**config.mk**
```make
export PLATFORM = sky130hd
export DESIGN_NAME = ps2_key_mapper_flat
export DESIGN_NICKNAME = d
export VERILOG_FILES = /design/src/rtl/ps2_key_mapper_pkg.sv /design/src/rtl/ps2_key_mapper_if.sv /design/src/rtl/ps2_key_mapper_rx.sv /design/src/rtl/ps2_key_mapper.sv /design/src/flat_wrapper.sv
export SDC_FILE = /design/constraint.sdc
export NUM_CORES = 1
export LEC_CHECK = 0
export CAP_MARGIN = 10
export CORE_ASPECT_RATIO = 0.75
export CORE_MARGIN = 8
export CORE_UTILIZATION = 61
export CTS_CLUSTER_DIAMETER = 100
export DETAILED_ROUTE_END_ITERATION = 6
export PLACE_DENSITY = 0.9
export SETUP_SLACK_MARGIN = 0.2
export SYNTH_ARGS = -nofsm -noshare
export SYNTH_HDL_FRONTEND = slang
export SYNTH_SLANG_ARGS = --single-unit
```
**constraint.sdc**
```tcl
create_clock -name clk -period 4.35 [get_ports clk]
set_input_delay 0.6525 -clock clk [delete_from_list [all_inputs] [get_ports clk]]
set_output_delay 0.6525 -clock clk [all_outputs]
set_load 0.05 [all_outputs]
```
**src/rtl/ps2_key_mapper_pkg.sv**
```systemverilog
// Shared types and constants for the PS/2 key mapper.
package ps2_pkg;

  // Prefix bytes that modify the meaning of the following scan code
  localparam logic [7:0] PS2_PREFIX_EXT = 8'hE0;
  localparam logic [7:0] PS2_PREFIX_BRK = 8'hF0;

  // Receiver frame position
  typedef enum logic [1:0] {
    IDLE,
    DATA,
    PARITY,
    STOP
  } rx_state_t;

  // {extended flag, scan code}
  typedef logic [8:0] key_code_t;

endpackage

```
**src/rtl/ps2_key_mapper_if.sv**
```systemverilog
// PS/2 pins plus the decoded per-key outputs of the key mapper.
interface ps2_key_mapper_if #(
  parameter int NUM_KEYS = 4
);
  logic                ps2_clk;
  logic                ps2_data;
  logic [NUM_KEYS-1:0] key_held;
  logic [NUM_KEYS-1:0] key_press;
  logic [NUM_KEYS-1:0] key_release;
  logic                frame_err;

  // Environment side: drives the pins, consumes the key state
  modport master (
    output ps2_clk, ps2_data,
    input  key_held, key_press, key_release, frame_err
  );

  // Mapper side
  modport slave (
    input  ps2_clk, ps2_data,
    output key_held, key_press, key_release, frame_err
  );
endinterface

```
**src/rtl/ps2_key_mapper_rx.sv**
```systemverilog
// PS/2 frame receiver: synchronisers, clock glitch filter, frame FSM and
// inactivity timeout. Emits one registered byte_valid or frame_err pulse
// the cycle after the stop-bit strobe.
module ps2_rx
  import ps2_pkg::*;
#(
  parameter int FILTER_LEN     = 8,
  parameter int TIMEOUT_CYCLES = 50000
) (
  input  logic       clk,
  input  logic       rst_n,
  input  logic       ps2_clk,
  input  logic       ps2_data,
  output logic [7:0] rx_byte,
  output logic       byte_valid,
  output logic       frame_err
);

  localparam int FW = $clog2(FILTER_LEN + 1);
  localparam int TW = $clog2(TIMEOUT_CYCLES + 1);

  // Odd parity: data bits plus parity bit must contain an odd number of ones
  function automatic logic parity_ok(input logic [7:0] b, input logic p);
    return ^{b, p};
  endfunction

  logic [1:0]    clk_sync;
  logic [1:0]    data_sync;
  logic          filt;
  logic [FW-1:0] fcnt;
  logic          strobe;
  logic          strobe_data;
  rx_state_t     state;
  logic [2:0]    bit_cnt;
  logic [7:0]    shreg;
  logic          par;
  logic [TW-1:0] tcnt;

  // Two-flop synchronisers; idle PS/2 lines are high
  always_ff @(posedge clk or negedge rst_n) begin
    if (!rst_n) begin
      clk_sync  <= 2'b11;
      data_sync <= 2'b11;
    end else begin
      clk_sync  <= {clk_sync[0], ps2_clk};
      data_sync <= {data_sync[0], ps2_data};
    end
  end

  // Filtered clock follows only after FILTER_LEN consecutive differing
  // samples; a transition to 0 produces the one-cycle bit strobe
  always_ff @(posedge clk or negedge rst_n) begin
    if (!rst_n) begin
      filt   <= 1'b1;
      fcnt   <= '0;
      strobe <= 1'b0;
    end else begin
      strobe <= 1'b0;
      if (clk_sync[1] != filt) begin
        if (fcnt == FW'(FILTER_LEN - 1)) begin
          filt   <= clk_sync[1];
          fcnt   <= '0;
          strobe <= ~clk_sync[1];
        end else begin
          fcnt <= fcnt + 1'b1;
        end
      end else begin
        fcnt <= '0;
      end
    end
  end

  // Data bit captured in the same cycle the strobe is generated
  always_ff @(posedge clk) begin
    strobe_data <= data_sync[1];
  end

  // Frame FSM with timeout; a strobe always takes priority over the timeout
  always_ff @(posedge clk or negedge rst_n) begin
    if (!rst_n) begin
      state      <= IDLE;
      bit_cnt    <= '0;
      tcnt       <= '0;
      byte_valid <= 1'b0;
      frame_err  <= 1'b0;
    end else begin
      byte_valid <= 1'b0;
      frame_err  <= 1'b0;
      if (strobe) begin
        tcnt <= '0;
        case (state)
          IDLE: begin
            if (!strobe_data) begin
              state   <= DATA;
              bit_cnt <= '0;
            end
          end
          DATA: begin
            shreg   <= {strobe_data, shreg[7:1]};
            bit_cnt <= bit_cnt + 1'b1;
            if (bit_cnt == 3'd7) state <= PARITY;
          end
          PARITY: begin
            par   <= strobe_data;
            state <= STOP;
          end
          STOP: begin
            if (strobe_data && parity_ok(shreg, par)) begin
              rx_byte    <= shreg;
              byte_valid <= 1'b1;
            end else begin
              frame_err <= 1'b1;
            end
            state <= IDLE;
          end
          default: state <= IDLE;
        endcase
      end else if (state != IDLE) begin
        if (tcnt == TW'(TIMEOUT_CYCLES - 1)) begin
          state     <= IDLE;
          frame_err <= 1'b1;
          tcnt      <= '0;
        end else begin
          tcnt <= tcnt + 1'b1;
        end
      end else begin
        tcnt <= '0;
      end
    end
  end

endmodule

```
**src/rtl/ps2_key_mapper.sv**
```systemverilog
// PS/2 key mapper top: tracks E0/F0 prefixes and maps received scan codes
// onto per-channel held levels and press/release pulses.
module ps2_key_mapper
  import ps2_pkg::*;
#(
  parameter int                    NUM_KEYS       = 4,
  parameter logic [NUM_KEYS*9-1:0] KEY_CODES      = {9'h174, 9'h16B, 9'h029, 9'h02D},
  parameter int                    FILTER_LEN     = 8,
  parameter int                    TIMEOUT_CYCLES = 50000
) (
  input  logic              clk,
  input  logic              rst_n,
  ps2_key_mapper_if.slave   bus
);

  logic [7:0]          rx_byte;
  logic                byte_valid;
  logic                rx_err;
  logic                ext;
  logic                brk;
  key_code_t           rx_code;
  logic [NUM_KEYS-1:0] match;
  logic [NUM_KEYS-1:0] held;
  logic [NUM_KEYS-1:0] press;
  logic [NUM_KEYS-1:0] release_q;

  ps2_rx #(
    .FILTER_LEN     (FILTER_LEN),
    .TIMEOUT_CYCLES (TIMEOUT_CYCLES)
  ) u_rx (
    .clk        (clk),
    .rst_n      (rst_n),
    .ps2_clk    (bus.ps2_clk),
    .ps2_data   (bus.ps2_data),
    .rx_byte    (rx_byte),
    .byte_valid (byte_valid),
    .frame_err  (rx_err)
  );

  assign rx_code = {ext, rx_byte};

  // One comparator per channel; duplicate codes simply match together
  for (genvar i = 0; i < NUM_KEYS; i++) begin : g_cmp
    assign match[i] = (KEY_CODES[9*i +: 9] == rx_code);
  end

  // Prefix tracking and per-key state; pulses only on actual level changes
  always_ff @(posedge clk or negedge rst_n) begin
    if (!rst_n) begin
      ext       <= 1'b0;
      brk       <= 1'b0;
      held      <= '0;
      press     <= '0;
      release_q <= '0;
    end else begin
      press     <= '0;
      release_q <= '0;
      if (rx_err) begin
        ext <= 1'b0;
        brk <= 1'b0;
      end else if (byte_valid) begin
        if (rx_byte == PS2_PREFIX_EXT) begin
          ext <= 1'b1;
        end else if (rx_byte == PS2_PREFIX_BRK) begin
          brk <= 1'b1;
        end else begin
          for (int i = 0; i < NUM_KEYS; i++) begin
            if (match[i]) begin
              if (!brk) begin
                held[i]  <= 1'b1;
                press[i] <= ~held[i];
              end else begin
                held[i]      <= 1'b0;
                release_q[i] <= held[i];
              end
            end
          end
          ext <= 1'b0;
          brk <= 1'b0;
        end
      end
    end
  end

  assign bus.key_held    = held;
  assign bus.key_press   = press;
  assign bus.key_release = release_q;
  assign bus.frame_err   = rx_err;

endmodule

```
**src/flat_wrapper.sv**
```systemverilog
// flat-port wrapper written by rule: the top's interface ports become plain ports
module ps2_key_mapper_flat import ps2_pkg::*;
#(
  parameter int                    NUM_KEYS       = 4,
  parameter logic [NUM_KEYS*9-1:0] KEY_CODES      = {9'h174, 9'h16B, 9'h029, 9'h02D},
  parameter int                    FILTER_LEN     = 8,
  parameter int                    TIMEOUT_CYCLES = 50000
)
  (clk, rst_n, bus_ps2_clk, bus_ps2_data, bus_key_held, bus_key_press, bus_key_release, bus_frame_err);
  ps2_key_mapper_if #(.NUM_KEYS(NUM_KEYS)) bus_i ();
  input  logic clk;
  input  logic rst_n;
  input wire logic [$bits(bus_i.ps2_clk)-1:0] bus_ps2_clk;
  input wire logic [$bits(bus_i.ps2_data)-1:0] bus_ps2_data;
  output wire logic [$bits(bus_i.key_held)-1:0] bus_key_held;
  output wire logic [$bits(bus_i.key_press)-1:0] bus_key_press;
  output wire logic [$bits(bus_i.key_release)-1:0] bus_key_release;
  output wire logic [$bits(bus_i.frame_err)-1:0] bus_frame_err;
  assign bus_i.ps2_clk = bus_ps2_clk;
  assign bus_i.ps2_data = bus_ps2_data;
  assign bus_key_held = bus_i.key_held;
  assign bus_key_press = bus_i.key_press;
  assign bus_key_release = bus_i.key_release;
  assign bus_frame_err = bus_i.frame_err;
  ps2_key_mapper #(.NUM_KEYS(NUM_KEYS), .KEY_CODES(KEY_CODES), .FILTER_LEN(FILTER_LEN), .TIMEOUT_CYCLES(TIMEOUT_CYCLES)) u_core (.clk(clk), .rst_n(rst_n), .bus(bus_i));
endmodule
```
After elaboration in Yosys (flattened, before gate mapping) --
Index checks and enable logic that the tools add are counted.
Word-level totals: register bits after elaboration 65, bits of input ports 4, output and inout bits 13, word-level logic and storage cells 127
Operators by class: add/sub/neg operators 3, equal/unequal tests 18, mux-type cells 56, bitwise operators 8, reductions and logical operators 20
Operators by type and width (number):
- two-way mux 16 bit | 3
- two-way mux 4 bit | 10
- two-way mux 1 bit | 35
- AND reduction 5 bit | 4
- equality test 6 x 9 -> 1 bit (first input constant) | 2
- equality test 9 bit (first input constant) | 2
- adder 16 x 1 -> 16 bit (second input constant) | 1
- equality test 16 bit (second input constant) | 1
- equality test 8 bit (second input constant) | 2
- two-way mux 2 bit | 5
- nonzero test 2 bit | 5
- AND reduction 3 bit | 3
- parity 9 bit | 1
- NOT 1 bit | 8
- case mux 2 bit (4 select lines) | 1
- AND reduction 4 bit | 2
- != test 3 bit (second input constant) | 2
- case mux 3 bit (2 select lines) | 1
- AND reduction 2 bit | 3
- adder 4 x 1 -> 4 bit (second input constant) | 1
- equality test 2 bit (second input constant) | 2
- equality test 4 x 3 -> 1 bit (second input constant) | 1
- != test 2 bit (second input constant) | 2
- adder 3 x 1 -> 3 bit (second input constant) | 1
- 7 further kinds | 7

Depth between registers and ports, before layout --
Gate-level depths: netlist of run 1.
depth after elaboration 7, mapped depth 7, gate-level depth less buffers 6

Cells and area by module --
From an unflattened synthesis of run 1, not the netlist that was laid out.
Second synthesis, totals: cells, all modules 225, area, all modules 2771.4 um^2
By module, submodules not included:
- ps2_rx | times used 1, cells each 171, area an instance 2168.3 um^2, seq. area each 1362.6 um^2
- ps2_key_mapper | times used 1, cells each 54, area an instance 603.1 um^2, seq. area each 350.3 um^2

Worst setup path before layout of run 1 --
OpenSTA, ideal clock, no wires.
path kind reg2reg, start point reg u_core.u_rx.shreg[1], end point reg u_core.u_rx.rx_byte[0] (enable), library setup time 370 ps, arrival 1494 ps, required time 3980 ps, slack 2486 ps, stages on the path, launching flop included 5, path buffers 0, period minus slack after synthesis 1864 ps, cell sequence edfxtp_1 xor2_1 xnor3_1 mux2i_1 nor2_1
On the way: word-level cells in the longest chain between the ends 3
RTL lines:
- start: declaration | RTL line ps2_key_mapper_rx.sv:35 | logic [7:0] shreg;
- start signal: assignment | RTL line ps2_key_mapper_rx.sv:99 | shreg <= {strobe_data, shreg[7:1]};
- parity 9 bit | RTL line ps2_key_mapper_rx.sv:24 | return ^{b, p};
- logical AND 1 bit | RTL line ps2_key_mapper_rx.sv:108 | if (strobe_data && parity_ok(shreg, par)) begin
- AND reduction 4 bit (no line)
- end signal: assignment | RTL line ps2_key_mapper_rx.sv:109 | rx_byte <= shreg;
- end: declaration | RTL line ps2_key_mapper_rx.sv:14 | output logic [7:0] rx_byte,
No other way between the ends. A chain may end at the register's enable or synchronous reset.

Final worst setup path of run 1 --
start point reg u_core.held[2], in the netlist u_core.bus.key_held[2], end point out bus_key_held[2]
RTL lines:
- start: declaration | RTL line ps2_key_mapper.sv:23 | logic [NUM_KEYS-1:0] held;
- start signal: assignment | RTL line ps2_key_mapper.sv:52 | held <= '0;
- start signal: indexed assignment | RTL line ps2_key_mapper.sv:70 | held[i] <= 1'b1;
- start signal: indexed assignment | RTL line ps2_key_mapper.sv:73 | held[i] <= 1'b0;
- end: declaration | RTL line flat_wrapper.sv:15 | output wire logic [$bits(bus_i.key_held)-1:0] bus_key_held;
No word-level cell between the ends.

==> metrics.md, run 1 <==
| Metric | Value |
|---|---|
| Die height | `74.1 um` |
| Vias in the first global route | `1,750` |
| Post-synth top cells | `dfrtp_1 (42), nor2_1 (25), edfxtp_1 (17), xnor2_1 (14), nand2_1 (13)` |
| Worst EP arrival | `1.56 ns` |
| Worst slew margin | `58.1%` |
| Clock Sinks | `65` |
| Crit. End Element | `primary output` |
| Multiplexer share of the synthesized area | `2.28%` |
| Fmax | `451 MHz` |
| Total track usage | `15.2%` |
| WP buf/inv | `1` |
| Slew Limit Fails | `0` |
| Inst Count DP | `292` |
| Max-cap violations | `0` |
| Post-Syn Area | `0.00275 mm2` |
| Antenna diodes | `0` |
| DRT iter0 DRCs | `129` |
| Syn nets | `234` |
| Die area | `0.00693 mm2` |
| WL/cell | `14.7 um` |
| Setup violations, final | `0` |
| Distinct cell type count after synthesis | `44` |
| Kind of critical path | `flip-flop to primary output` |
| CTS H-Tree Depth | `3` |
| Worst-Margin Slew | `0.626 ns` |
| CTS tree | `built` |
| Synthesis Warnings | `0` |
| Initial core utilization | `62.6%` |
| Hold_buf cts | `0` |
| CP Launch Type | `flip-flop` |
| Post-CTS Repair Setup Buffers | `0` |
| CP Data Required Time | `3.70 ns` |
| Final instance area | `0.00312 mm2` |
| Leak | `1.27 nW` |
| RSZ-0062 raised after global routing | `no` |
| Post-synthesis xor/xnor area fraction | `7.06%` |
| Yosys reg bits | `65` |
| # fillers | `285` |
| Reg area | `0.00171 mm2` |
| Post-synth EDFFs | `17` |
| Mean post-synth cell area | `12.4 um2` |
| Drt pass-1 iters | `4` |
| DP Wirelength | `3.25 mm` |
| Root Driver | `clkbuf_8` |
| # DRC | `0` |
| Gp weighted congestion | `0.814` |
| Period utilization | `50.9%` |
| CP max FO | `4` |
| Peak VDD IR | `275 uV` |
| Number of buffers added on ports | `16` |
| Async SR Flop Fraction | `72.3%` |
| Clk_skew | `0.0108 ns` |
| Synth Area in Compound Gates | `4.46%` |
| First-pass GRT wire length | `7.86 mm` |
| Cell taking the most area after synthesis | `dfrtp_1` |
| Layout cell share with drive strength beyond 1 | `10.4%` |
| Final worst setup slack | `2.13 ns` |
| I/O pins | `17` |
| Layout Nets | `258` |
| Largest family of logic cells by synthesized area | `simple AND/OR/NAND/NOR gates` |
| Via count | `1,724` |
| Worst path max stage delay | `0.83 ns` |
| Clock latency on the worst-skew pair | `0.35 ns` |
| Synth top area share | `38.2%` |
| Initial antenna violation count | `0` |
| Area of the multi-input gates | `982 um2` |
| Setup WS pre-CTS | `2.21 ns` |
| Synth Instances | `222` |
| Clock slew seen by the registers of the worst setup and hold paths | `0.06 ns` |
| Core Rows | `21` |
| Worst hold path class | `primary input to async pin` |
| Area contributors post-synth | `dfrtp_1 (38%), edfxtp_1 (19%), dfstp_2 (4.8%)` |
| CTS Buf Count | `9` |
| Deepest clock path buffer count | `2` |
| Fin. Hold Viols | `0` |
| Delay-heaviest family, CP | `buffers and inverters` |
| Post-Synth Simple-Gate Area | `18.3%` |
| DR vias/cell | `5.60` |
| Area grow syn2layout | `13.5%` |
| Power Dens Cells | `358 mW/mm2` |
| Sum Neg Setup Slack | `0 ns` |
| Cell Count, Final, Fillers Out | `308` |
| Die width | `93.5 um` |
| Overall Power | `0.00112 W` |
| Total gr overflow | `0` |
| Slowest-stage cell, CP | `clkdlybuf4s50_1` |
| Post-Synth Adder-Cell Area | `3.64%` |
| Placed cell area | `0.00297 mm2` |
| Largest net degree at the start of global routing | `39` |
| Core Region | `0.00439 mm2` |
| Dominant cell by count in the synthesized netlist | `dfrtp_1` |
| Critical path cell sequence | `clkdlybuf4s50_1` |
| Tmin final | `2.22 ns` |
| Ys flop type | `dfrtp_1` |
| Seq/Total Area, Yosys | `62.3%` |
| Final ANT Viol Nets | `0` |
| Post-CTS Resized | `0` |
| Status | `completed` |
| Routed wire length | `4.52 mm` |
==> worst paths after layout <==
check	startpoint	endpoint	slack, ns	depth (start not counted)
setup / recovery	u_core.bus.key_held[2]	bus_key_held[2]	2.13	1
hold / removal	rst_n	u_core.u_rx.bit_cnt[1]	0.19	1
setup reg to reg	u_core.u_rx.shreg[1]	u_core.u_rx.rx_byte[2]	2.24	4
hold reg to reg	u_core.u_rx.clk_sync[0]	u_core.u_rx.clk_sync[1]	0.36	0
max in group asynchronous	rst_n	u_core.u_rx.clk_sync[1]	3.39	2
min in group clk	u_core.u_rx.clk_sync[0]	u_core.u_rx.clk_sync[1]	0.36	0
==> power by group <==
group	switching (W)	total, W	internal, W
Sequential	0.0000127	0.000658	0.000646
Combinational	0.0000236	0.0000450	0.0000214
Clock	0.000214	0.000414	0.000200
Total	0.000251	0.00112	0.000867
==> state kept, by name, summed over array words and instances, names as in the netlist, 2 cells and up <==
register / cells
u_core.bus.key_held: 4
u_core.bus.key_press: 4
u_core.bus.key_release: 4
u_core.u_rx.bit_cnt: 3
u_core.u_rx.clk_sync: 2
u_core.u_rx.data_sync: 2
u_core.u_rx.fcnt: 4
u_core.u_rx.rx_byte: 8
u_core.u_rx.shreg: 8
u_core.u_rx.state: 2
u_core.u_rx.tcnt: 16
==> logic make-up after synthesis <==
logic type	after synthesis
buffers and inverters	14
AND/OR/NAND/NOR	91
adder cells (fa/ha/maj)	8
flip-flops	65
multiplexers	6
AO/OA/AOI/OAI	19
XOR/XNOR	19
==> metal layers <==
metal / up-vias / GRT usage (%) / part of all wire (%)
met5: - / 0 / 0
met3: 5 / 8.06 / 5.7
li1: 832 / - / -
met2: 38 / 23.9 / 47
met4: 0 / 6.58 / 1.4
met1: 849 / 17.0 / 46
==> stage by stage <==
step | utilization [%] | hold slack [ns]
2_1_floorplan | - | 0.345
3_3_place_gp | 67.6 | 0.346
3_5_place_dp | 67.6 | 0.347
4_1_cts | 71.1 | 0.170
5_1_grt | 71.1 | 0.191
6_report | 71.1 | 0.189
==> cell type report <==
cell class | instances | share of cell area [%]
multi-input combinational | 143 | 31.5
inverter | 10 | 1.20
clock buffer | 11 | 4.21
timing repair buffer | 17 | 5.21
tap | 57 | 2.29
sequential | 65 | 54.9
clock inverter | 5 | 0.722
==> layout by cell type (no fill, tap or decap), types with 5 or more instances in the layout <==
cell type,Yosys,routed
ha_1,8,8
and3_1,7,7
clkdlybuf4s50_1,0,15
xnor2_1,14,14
nor2_1,25,25
nor3_1,6,6
inv_1,10,10
nand2_1,13,13
dfrtp_1,42,42
edfxtp_1,17,17
clkbuf_8,0,9
nand3_1,6,6
nor3b_1,5,5
a21oi_1,6,6
dfstp_2,5,5
(Power assumes the default switching activity.)
==> run 2, diff against run 1 <==
Settings changed: CORE_UTILIZATION 61 to 58, PLACE_DENSITY 0.9 to 0.86.
Clock period 4.35 ns to 2.1 ns, I/O delays scaled along.
==> run 2 against run 1 <==
Compared with the run above:
- clock power is 120% higher
- non-clock buffer count is 4 higher
- cell count is 1.3% higher
- die area is 4.2% higher
- core utilization is 0.77 points lower
- sequential power is 110% higher
- critical path depth stayed put
- largest cell class unchanged
- highest routed layer unchanged
==> metrics.md, run 2 (synthesis gave the netlist of run 1 again) <==
| Metric | Value |
|---|---|
| Clk_skew | `0.00844 ns` |
| CP Launch Point | `u_core.u_rx.frame_err` |
| Slowest-stage cell, CP | `clkdlybuf4s50_1` |
| CP max FO | `3` |
| Clock slew seen by the registers of the worst setup and hold paths | `0.06 ns` |
| Period utilization | `88.0%` |
| Setup WS pre-CTS | `0.298 ns` |
| WP buf/inv | `1` |
| Final ANT Viol Nets | `0` |
| DRT iter0 DRCs | `76` |
| Initial antenna violation count | `0` |
| First-pass GRT wire length | `7.73 mm` |
| CP Launch Type | `flip-flop` |
| Largest net degree at the start of global routing | `33` |
| Met1 Track Usage GR | `17.4%` |
| Deepest clock path buffer count | `2` |
| Most common cell after layout, fill and taps aside | `dfrtp_1` |
| WL/cell | `14.7 um` |
| Max-cap violations | `0` |
| DP Wirelength | `3.32 mm` |
| Final worst setup slack | `0.251 ns` |
| Initial core utilization | `60.8%` |
| # DRC | `0` |
| Drt pass-1 iters | `4` |
| Status | `completed` |
| Biggest regs | `u_core.u_rx.tcnt x16, u_core.u_rx.rx_byte x8, u_core.u_rx.shreg x8` |
| CTS tree | `built` |
| Die width | `95.5 um` |
| Worst hold path class | `flip-flop to flip-flop` |
| Die height | `75.6 um` |
| Slew Limit Fails | `0` |
| Clock latency on the worst-skew pair | `0.34 ns` |
| Total gr overflow | `0` |
| CP endpoint | `bus_frame_err` |
| Delay-heaviest family, CP | `buffers and inverters` |
| Total track usage | `14.4%` |
| Routed wire length | `4.59 mm` |
| Commonest cells after routing, fill and taps aside | `dfrtp_1 (42), nor2_1 (25), edfxtp_1 (17), xnor2_1 (14), nand2_1 (13)` |
| Start of the worst register-to-register path | `u_core.u_rx.shreg[1]` |
| Clock Sinks | `65` |
| Worst path max stage delay | `0.82 ns` |
| CTS H-Tree Depth | `3` |
| RSZ-0062 raised after global routing | `no` |
| Vias in the first global route | `1,639` |
| Reg2Reg Depth | `5` |
| Number of buffers added on ports | `16` |
| Grt met3 use | `6.20%` |
| Grt peak-use layer | `met2` |
| Root Driver | `clkbuf_8` |
| Core Rows | `21` |
| Power Dens Cells | `748 mW/mm2` |
| CTS Buf Count | `9` |
| Via count | `1,722` |
| Critical path cell sequence | `clkdlybuf4s50_1` |
| Fmax | `541 MHz` |
| Kind of critical path | `flip-flop to primary output` |
| Leak | `1.36 nW` |
| Tmin final | `1.85 ns` |
| Fin. Hold Viols | `0` |
| Layout Nets | `262` |
| Worst path depth | `1` |
| Worst slew margin | `65.4%` |
| Worst EP arrival | `1.53 ns` |
| Crit. End Element | `primary output` |
| Worst-Margin Slew | `0.518 ns` |
| Sum Neg Setup Slack | `0 ns` |
| R2r setup slk | `0.30 ns` |
| Peak VDD IR | `550 uV` |
| Worst r2r dst | `u_core.u_rx.rx_byte[7]` |
| M2 GR Usage | `22.4%` |
| Die area | `0.00722 mm2` |
| Core Region | `0.00452 mm2` |
| Largest register FFs | `16` |
| Worst hold path depth | `0` |
| DR vias/cell | `5.52` |
| Post-CTS Repair Setup Buffers | `0` |
| Area grow syn2layout | `15.7%` |
| Antenna diodes | `0` |
| CP Data Required Time | `1.78 ns` |
| Biggest register | `u_core.u_rx.tcnt` |
| I/O pins | `17` |
| Layout cell share with drive strength beyond 1 | `12.2%` |
| Gp weighted congestion | `0.796` |
| Setup violations, final | `0` |
[run 2: stage by stage]
step                instance area [um2]  total power (W)  std cells  util, %  hold WS, ns
floorplan                          2750          0.00144        222        -       0.0194
global placement                   2990          0.00148        295     66.1        0.314
detailed placement                 2990          0.00148        295     66.1        0.326
CTS                                3170          0.00242        312     70.2        0.357
global route                       3180          0.00249        312     70.3        0.364
finish                             3180          0.00238        312     70.3        0.356
[run 2: repair_timing]
item / in CTS / in global routing
hold buffers: 1 / 0
endpoints found under the setup margin: 1 / 3
gates resized for setup: 1 / 3
hold endpoints to repair: 10 / 0
pin swaps: 0 / 0
[run 2: layer usage]
metal	up-vias	part of all wire, %
li1	838	-
met1	828	44
met2	48	47
met3	8	7.9
met4	0	0.85
met5	-	0
[run 2: where the power goes]
group	internal (W)	total [W]	switching [W]	leakage (nW)
registers	0.00134	0.00136	0.0000263	0.798
clock network	0.000487	0.000921	0.000434	0.0932
logic	0.0000458	0.0000943	0.0000486	0.468
[run 2: how the worst min path moves through the flow]
stage,from,slack (ns),to
finish,u_core.u_rx.clk_sync[0],0.36,u_core.u_rx.clk_sync[1]
global route,u_core.u_rx.clk_sync[0],0.36,u_core.u_rx.clk_sync[1]
CTS,u_core.u_rx.clk_sync[0],0.36,u_core.u_rx.clk_sync[1]
detailed placement,rst_n,0.33,u_core.u_rx.state[1]
global placement,rst_n,0.31,u_core.u_rx.state[0]
floorplan,rst_n,0.02,u_core.brk
[run 2: final cells by class]
type                            instances  area [um2]
Inverter                               10        37.5
Fill cell                             323        1340
Clock inverter                          3        15.0
Multi-Input combinational cell        143         982
Timing Repair Buffer                   21         201
Tap cell                               57        71.3
Clock buffer                           13         159
Sequential cell                        65        1710
==> run 3, diff against run 2 <==
Settings changed: CTS_CLUSTER_SIZE from default to 20.
==> results of run 3 <==
The final DEF is identical to that of run 2; final timing and power are the same.
